`src/rtl/c3routing_chnl_edge_term.sv`:
```
// ---------------------------------------------------------------------------
// c3routing_chnl_edge_term
//
// Purpose:
//   Termination block for the routing-channel edge. It answers AVMM
//   configuration accesses with a fixed number of wait states and a constant
//   read pattern. It ties off the DFT DLL and redundancy/direct-out chain
//   outputs, and it closes the boundary-scan chain.
//
// Optional feature (macro C3ROUTING_EDGE_ACCESS_CNT_EN):
//   When the macro is defined, a 16-bit saturating access counter is added.
//   It counts every accepted transaction. A read at CNT_ADDR returns the
//   counter value as it was before that read is counted. A write at CNT_ADDR
//   clears the counter. When the macro is undefined, every read returns
//   RD_PATTERN and writes are accepted and discarded.
//
// Ports:
//   i_cfg_avmm_clk           clock
//   i_cfg_avmm_rst_n         asynchronous active-low reset
//   i_read / i_write         AVMM request strobes
//   i_addr / i_wdata         request address / write data
//   o_waitreq                low only in the cycle a request is accepted
//   o_rdatavalid / o_rdata   one-cycle read response (data 0 otherwise)
//   o_proto_err              sticky flag: read and write requested together
//   o_aibdftdll2adjch        DFT DLL tie-off (all 0)
//   o_red_idataselb          per-chain tie-off (all 0)
//   o_txen                   per-chain tie-off (all 1)
//   o_red_shift_en_out       per-chain tie-off (all 0)
//   o_directout_data         per-chain tie-off (all 0)
//   i_jtag_last_bs_chain_in  boundary-scan chain return input
//   o_jtag_last_bs_chain_out combinational copy of the scan input
// ---------------------------------------------------------------------------
module c3routing_chnl_edge_term #(
    parameter int                DATA_W      = 32,
    parameter int                ADDR_W      = 17,
    parameter int                NUM_CHAIN   = 2,
    parameter int                DLL_W       = 13,
    parameter int                WAIT_CYCLES = 2,
    parameter logic [DATA_W-1:0] RD_PATTERN  = '0,
    parameter logic [ADDR_W-1:0] CNT_ADDR    = '0
) (
    input  logic                 i_cfg_avmm_clk,
    input  logic                 i_cfg_avmm_rst_n,
    input  logic                 i_read,
    input  logic                 i_write,
    input  logic [ADDR_W-1:0]    i_addr,
    input  logic [DATA_W-1:0]    i_wdata,
    output logic                 o_waitreq,
    output logic                 o_rdatavalid,
    output logic [DATA_W-1:0]    o_rdata,
    output logic                 o_proto_err,
    output logic [DLL_W-1:0]     o_aibdftdll2adjch,
    output logic [NUM_CHAIN-1:0] o_red_idataselb,
    output logic [NUM_CHAIN-1:0] o_txen,
    output logic [NUM_CHAIN-1:0] o_red_shift_en_out,
    output logic [NUM_CHAIN-1:0] o_directout_data,
    input  logic                 i_jtag_last_bs_chain_in,
    output logic                 o_jtag_last_bs_chain_out
);

    typedef enum logic [1:0] {
        ST_IDLE = 2'd0,
        ST_WAIT = 2'd1,
        ST_RESP = 2'd2
    } state_t;

    // WAIT_CYCLES is limited to 0-15, so a 4-bit counter is always enough.
    localparam logic [3:0] WAIT_LD = 4'(WAIT_CYCLES);

    state_t              state;
    logic [3:0]          wait_cnt;
    logic                resp_vld_p1;
    logic [DATA_W-1:0]   resp_data_p1;
    logic                proto_err;

    logic                req_any;
    logic                req_both;
    logic                accept_p0;
    logic [DATA_W-1:0]   rd_word_p0;

    // Write data is never stored. Address and CNT_ADDR are only consumed
    // when the access counter is built in.
    logic                unused_inputs;
    assign unused_inputs = ^{i_wdata, i_addr, CNT_ADDR};

    // Saturating 16-bit increment used by the access counter.
    function automatic logic [15:0] sat_inc16(input logic [15:0] v);
        if (v == 16'hFFFF) begin
            return v;
        end
        return v + 16'd1;
    endfunction

    // ---------------------------------------------------------------------
    // Request decode (combinational, stage p0)
    // ---------------------------------------------------------------------
    assign req_any   = i_read | i_write;
    assign req_both  = i_read & i_write;
    // Acceptance needs a live request in the final wait cycle. A request
    // that appears in RESP or IDLE never lowers o_waitreq.
    assign accept_p0 = (state == ST_WAIT) && (wait_cnt == 4'd0) && req_any;
    assign o_waitreq = ~accept_p0;

`ifdef C3ROUTING_EDGE_ACCESS_CNT_EN
    logic [15:0] acc_cnt;

    // Counter value is sampled before this access is counted.
    assign rd_word_p0 = (i_addr == CNT_ADDR) ? DATA_W'(acc_cnt) : RD_PATTERN;

    always_ff @(posedge i_cfg_avmm_clk or negedge i_cfg_avmm_rst_n) begin
        if (!i_cfg_avmm_rst_n) begin
            acc_cnt <= 16'd0;
        end else if (accept_p0) begin
            // A write at CNT_ADDR clears the counter, and the clear wins over
            // the increment. When both strobes are high the access is a
            // read, so it never clears.
            if (!i_read && (i_addr == CNT_ADDR)) begin
                acc_cnt <= 16'd0;
            end else begin
                acc_cnt <= sat_inc16(acc_cnt);
            end
        end
    end
`else
    assign rd_word_p0 = RD_PATTERN;
`endif

    // ---------------------------------------------------------------------
    // Control FSM and registered response (stage p1)
    // ---------------------------------------------------------------------
    always_ff @(posedge i_cfg_avmm_clk or negedge i_cfg_avmm_rst_n) begin
        if (!i_cfg_avmm_rst_n) begin
            state        <= ST_IDLE;
            wait_cnt     <= 4'd0;
            resp_vld_p1  <= 1'b0;
            resp_data_p1 <= '0;
            proto_err    <= 1'b0;
        end else begin
            // Simultaneous strobes count as an error only while a request
            // can actually be taken. In RESP, requests are ignored.
            if (req_both && (state != ST_RESP)) begin
                proto_err <= 1'b1;
            end

            case (state)
                ST_IDLE: begin
                    if (req_any) begin
                        state    <= ST_WAIT;
                        wait_cnt <= WAIT_LD;
                    end
                end

                ST_WAIT: begin
                    if (!req_any) begin
                        // Master withdrew the request: drop it silently.
                        state    <= ST_IDLE;
                        wait_cnt <= 4'd0;
                    end else if (wait_cnt != 4'd0) begin
                        wait_cnt <= wait_cnt - 4'd1;
                    end else if (i_read) begin
                        // A read, or read and write together, gets a response.
                        state        <= ST_RESP;
                        resp_vld_p1  <= 1'b1;
                        resp_data_p1 <= rd_word_p0;
                    end else begin
                        state <= ST_IDLE;
                    end
                end

                ST_RESP: begin
                    // The response is only one cycle long. Clearing the data
                    // here keeps o_rdata at 0 while o_rdatavalid is low.
                    state        <= ST_IDLE;
                    resp_vld_p1  <= 1'b0;
                    resp_data_p1 <= '0;
                end

                default: begin
                    state        <= ST_IDLE;
                    wait_cnt     <= 4'd0;
                    resp_vld_p1  <= 1'b0;
                    resp_data_p1 <= '0;
                end
            endcase
        end
    end

    assign o_rdatavalid = resp_vld_p1;
    assign o_rdata      = resp_data_p1;
    assign o_proto_err  = proto_err;

    // ---------------------------------------------------------------------
    // Static tie-offs and scan-chain return
    // ---------------------------------------------------------------------
    assign o_aibdftdll2adjch        = '0;
    assign o_red_idataselb          = '0;
    assign o_txen                   = '1;
    assign o_red_shift_en_out       = '0;
    assign o_directout_data         = '0;
    assign o_jtag_last_bs_chain_out = i_jtag_last_bs_chain_in;

endmodule

```
`config.mk`:
```
export PLATFORM = sky130hd
export DESIGN_NAME = c3routing_chnl_edge_term
export DESIGN_NICKNAME = d
export VERILOG_FILES = /design/src/rtl/c3routing_chnl_edge_term.sv
export SDC_FILE = /design/constraint.sdc
export NUM_CORES = 1
export LEC_CHECK = 0
export ABC_AREA = 0
export BUFFER_PORTS_ARGS = -buffer_cell sky130_fd_sc_hd__clkbuf_2
export CAP_MARGIN = 20
export CORE_MARGIN = 10
export CORE_UTILIZATION = 32
export CTS_BUF_LIST = sky130_fd_sc_hd__clkbuf_8
export CTS_CLUSTER_DIAMETER = 120
export DETAILED_ROUTE_END_ITERATION = 12
export PLACE_DENSITY = 0.82
export SLEW_MARGIN = 20
export SYNTH_ARGS = -nofsm -noshare
export SYNTH_HDL_FRONTEND = slang
export SYNTH_SLANG_ARGS = --single-unit
```
`constraint.sdc`:
```
create_clock -name i_cfg_avmm_clk -period 1.85 [get_ports i_cfg_avmm_clk]
set_input_delay 0.0925 -clock i_cfg_avmm_clk [delete_from_list [all_inputs] [get_ports i_cfg_avmm_clk]]
set_output_delay 0.0925 -clock i_cfg_avmm_clk [all_outputs]
set_load 0.005 [all_outputs]
```
# ---- Word-level counts from Yosys, hierarchy flattened
# Cells that the tools add are included.
dict set report op_classes {
  n_mux 17
  n_reduce_logical 9
  n_bitwise 5
  n_addsub 1
  eq_ne 9
}
# operator count
set ops {}
lappend ops {{two-way mux 32 bit} 3}
lappend ops {{one-hot mux 32 bit (2 select lines)} 1}
lappend ops {{two-way mux 4 bit} 3}
lappend ops {{one-hot mux 4 bit (3 select lines)} 1}
lappend ops {{!= test 2 bit (second input constant)} 5}
lappend ops {{two-way mux 2 bit} 4}
lappend ops {{logical NOT 4 bit} 1}
lappend ops {{one-hot mux 2 bit (2 select lines)} 1}
lappend ops {{AND reduction 4 bit} 1}
lappend ops {{nonzero test 4 bit} 1}
lappend ops {{subtractor 4 x 1 -> 4 bit (second input constant)} 1}
lappend ops {{logical AND 1 bit} 3}
lappend ops {{two-way mux 1 bit} 3}
lappend ops {{!= test 3 x 2 -> 1 bit (second input constant)} 1}
lappend ops {{!= test 3 bit (second input constant)} 1}
lappend ops {{inverter 1 bit} 3}
lappend ops {{AND reduction 3 bit} 1}
lappend ops {{equality test 2 x 1 -> 1 bit (second input constant)} 1}
lappend ops {{equality test 2 bit (second input constant)} 1}
lappend ops {{logical NOT 2 bit} 1}
lappend ops {{one-hot mux 1 bit (2 select lines)} 1}
lappend ops {{AND reduction 2 bit} 1}
lappend ops {{bitwise AND 1 bit} 1}
lappend ops {{OR 1 bit} 1}
dict set report word_totals {
  output_inout_bits 57
  in_bits 54
  register_bits 40
}

# ---- Logic depth before layout (Yosys ltp)
dict set report logic_depth {
  ltp_word 4
  depth_mapped 6
}

# ---- Worst setup path before layout
# OpenSTA, ideal clock, no wires.
dict set report synth_path {
  path_kind {reg2reg}
  startpoint {register wait_cnt[0]}
  endpoint {register wait_cnt[1]}
  n_path_buf 0
  setup_slack_ps 581
  stages_incl_launch_ff 7
  arrival_ps 1142
  setup_time_ps 127
  path_cell_list {dfrtp_1 inv_1 ha_1 nor3b_4 a21oi_1 nor2_1 a21oi_1}
}
dict set report synth_via {
  elab_chain_len 4
}
# item line_no
set synth_lines {}
lappend synth_lines {{start: declaration} 71} ;# logic [3:0] wait_cnt;
lappend synth_lines {{start signal: assignment} 159} ;# wait_cnt <= wait_cnt - 4'd1;
lappend synth_lines {{subtractor 4 x 1 -> 4 bit} 159}
lappend synth_lines {{two-way mux 4 bit} 158} ;# end else if (wait_cnt != 4'd0) begin
lappend synth_lines {{two-way mux 4 bit} 154} ;# if (!req_any) begin
lappend synth_lines {{one-hot mux 4 bit (3 select lines)} 145} ;# case (state)
# Parallel ways exist; a longest one is shown, timed or not. The select of a mux whose other input is x is not followed.
# A chain may end at the register's enable or synchronous reset.

# ---- Worst setup path after layout
dict set report layout_path {
  startpoint {register wait_cnt[0]}
  endpoint {output port o_waitreq}
}
dict set report layout_via {
  elab_chain_len 4
}
# item line_no
set layout_lines {}
lappend layout_lines {{logical NOT 4 bit} 101} ;# assign accept_p0 = (state == ST_WAIT) && (wait_cnt == 4'd0) && req_any;
lappend layout_lines {{logical AND 1 bit (2 in series)} 101}
lappend layout_lines {{inverter 1 bit} 102} ;# assign o_waitreq = ~accept_p0;
lappend layout_lines {{end: declaration} 48} ;# output logic o_waitreq,
# No other way between the ends.

==> impl_metrics.toml <==
[worst_hold_path]
hold-path-endpoint = "o_proto_err"
worst_hold_path.num_cells = 2
hold_class = "in -> reg"
hold_path_origin = "i_write"

[logic_synthesis]
netlist.area_leader.share_pct = 48.29
synth.yosys.warnings = 0
netlist.top_cell.by_area = "buf_4"
yosysMostFrequentCell = "buf_4"
synth_top_flop_cell = "dfrtp_1"
mean_instance_size_in_the_synthesized_netlist_sq_um = 8.567
synth_enable_flop_cells = 0
synthTopCellsByArea = "buf_4, dfrtp_1, a21oi_1, ha_1, inv_1"
synthesis.instances = 98
postSynth.asyncResetShare_pct = 100.0
synthesis.area_sq_um = 839.6
post_synth_most_frequent_cells = "buf_4, dfrtp_1, inv_1"
flip_flop_and_latch_count_after_synthesis = 8
synth.lib_cells_used.distinct = 22
synth-seq-area-share_pct = 23.85

[flow_run]
drv.max_cap_violation_count = 0

[cells_and_area]
finish.net_count = 163
antenna_cells_inserted = 0
synthToLayoutAreaGrowth_pct = -11.33
final_area_sq_um = 744.5
share_of_post_route_cells_with_drive_strength_above_1_pct = 14.29

[worst_setup_path]
endpoint_kind = "output port"
data_required_time_at_the_worst_endpoint_ns = 1.76
ff_to_ff_setup_slack_ns = 0.43
critical_path_source_type = "flip-flop"
critical_path_class = "reg -> out"
rr_endpoint = "wait_cnt[1]"
rr_worst_depth = 6
critical_path_peak_fanout = 6
data_arrival_time_at_the_worst_slack_endpoint_ns = 1.44
worstReg2RegStart = "wait_cnt[0]"

[status]
run_status = "finished clean"

[power]
power_density_nw_per_um2 = 1236
power.total_w = 0.0009203
comb_power_share_pct = 43.6
total_leakage_power_nw = 0.4154
pwr-share-clk_pct = 23.4
switching_share_pct = 38.85
pwr-share-seq_pct = 33.0
irDropWorstVdd_mv = 0.4456
internal_power_w = 0.0005627
power.switching_w = 0.0003576

[cts]
cts_made_buffers = 3
cts_hold_buf = 1
cts_setup_buffers = 0
cts_resized = 0
cts_tree = "yes"
clock_path_buffers = 2
cts_sinks = 8
clockRootBuffer = "clkbuf_8"
cts_max_level = 1
clk-insertion-delay-late_ns = 0.23
path_clk_slew_ns = 0.04

[place]
placement.io_buffers = 6
gp_congestion = 0.7219
preCtsSetupSlack_ns = 0.4086
dp.final_hpwl_um = 1328
post_dp_cell_area_sq_um = 693.2

[grt]
pin_count_of_the_biggest_net_entering_global_routing = 9
grt_antenna_before_repair = 0
via_count_of_the_first_global_routing_pass = 556
track_usage_pct = 5.683
grt_first_pass_wirelength_um = 2346
grt_overflow_total = 0

[sta]
report.final.setup_viol = 0
smallest_setup_slack_after_layout_ns = 0.3136
final.period_utilization_pct = 83.05
max_clock_skew_ns = 0.003049
max_clock_freq_ghz = 0.6509
setup-tns-final_ns = 0
final_max_slew_viol_count = 0
timing.final.crit_period_ns = 1.536
timing.final.hold_violations = 0
rsz0062_at_grt = "false"

[drt]
length_of_the_first_detailed_routing_pass_in_iterations = 4
viasPerCell = 3.519
drcViolationCount = 0
drtAntennaViolNets = 0
vias = 475
initialDrtViolationCount = 22
routed_wl_um = 1513
routed_wire_length_per_instance_um = 11.21

[die]
die_h_um = 71.22
die-area_sq_um = 5072
core-area_sq_um = 2500
std_cell_rows = 18
chipWidth_um = 71.22
ios = 111
initial_core_util_pct = 33.58
state kept, by name, indices dropped and copies added (netlist names):
name	count
o_proto_err	1
o_rdatavalid	1
state	2
wait_cnt	4
cell families (layout without fill, tap and decap cells):
kind of cell | count (synthesis) | in the layout | share of synthesized area, %
compound gates | 13 | 13 | 11.77
fa+ha+maj | 2 | 2 | 2.980
buf+inv | 60 | 16 | 50.97
flops | 8 | 8 | 23.84
other cells | 2 | 53 | 0.8945
simple gates | 13 | 13 | 9.537
worst max path at each step:
stage / startpoint / endpoint
final: wait_cnt[0] / o_waitreq
after global routing: wait_cnt[0] / o_waitreq
after CTS: wait_cnt[0] / o_waitreq
after detailed placement: wait_cnt[0] / wait_cnt[1]
after global placement: wait_cnt[0] / wait_cnt[1]
after floorplan: wait_cnt[0] / wait_cnt[1]
critical path: stages, from the launching register on:
cell and delay (ns):
dfrtp_1 0.37, inv_1 0.12, ha_1 0.22, nor3b_4 0.30, nand2_1 0.08, clkbuf_2 0.12
final cells by class:
cell class              instances  area (sq um)
fillers                       277          1755
multi-input cells              81         402.9
flip-flops and latches          8         200.2
clock buffers                   3         41.29
repair buffers                  7         40.04
well taps                      30         37.54
inverters                       6         22.52
through the flow:
step | std cells | hold slack, ns | utilization, %
after global placement | 131 | -0.05071 | 27.73
after global routing | 135 | 0.1625 | 29.78
after CTS | 135 | 0.1405 | 29.78
after detailed placement | 131 | -0.04465 | 27.73
after floorplan | 149 | -0.2031 | -
final | 135 | 0.1437 | 29.78
power groups by stage:
stage / logic, W / registers (W) / clock network (W)
finish: 0.000401 / 0.000304 / 0.000215
global route: 0.000476 / 0.000313 / 0.000227
CTS: 0.000404 / 0.000305 / 0.000225
detailed placement: 0.000402 / 0.000308 / 0
global placement: 0.000379 / 0.000306 / 0
floorplan: 0.000395 / 0.000297 / 0
placed cells by master (no fill, tap or decap):
| cell | netlist | routed |
|---|---|---|
| dfrtp_1 | 8 | 8 |
| o21ba_4 | 1 | 1 |
| nor3b_4 | 1 | 1 |
| o22ai_1 | 1 | 1 |
| conb_1 | 2 | 53 |
| o21bai_1 | 1 | 1 |
| o21ai_1 | 1 | 1 |
| a21oi_1 | 5 | 5 |
| a211oi_2 | 1 | 1 |
| and2_4 | 1 | 1 |
| o21ai_0 | 1 | 1 |
| clkbuf_8 | 0 | 3 |
| nand2b_1 | 2 | 2 |
| ha_1 | 2 | 2 |
| o31ai_2 | 1 | 1 |
| nand3_1 | 1 | 1 |
| nor2_1 | 3 | 3 |
| nor3b_1 | 1 | 1 |
| nor3_1 | 1 | 1 |
| clkbuf_2 | 0 | 6 |
| a31o_2 | 1 | 1 |
| inv_1 | 6 | 6 |
| nand2_1 | 3 | 3 |
| dlygate4sd3_1 | 0 | 1 |
metal layers:
| metal | vias up | global-route usage (%) | wire, um |
|---|---|---|---|
| met5 | - | 0 | 0 |
| met4 | 0 | 5.806 | 60 |
| met3 | 5 | 3.168 | 199 |
| met2 | 39 | 9.020 | 728 |
| met1 | 214 | 4.834 | 524 |
| li1 | 217 | - | - |
(Power assumes the default switching activity.)
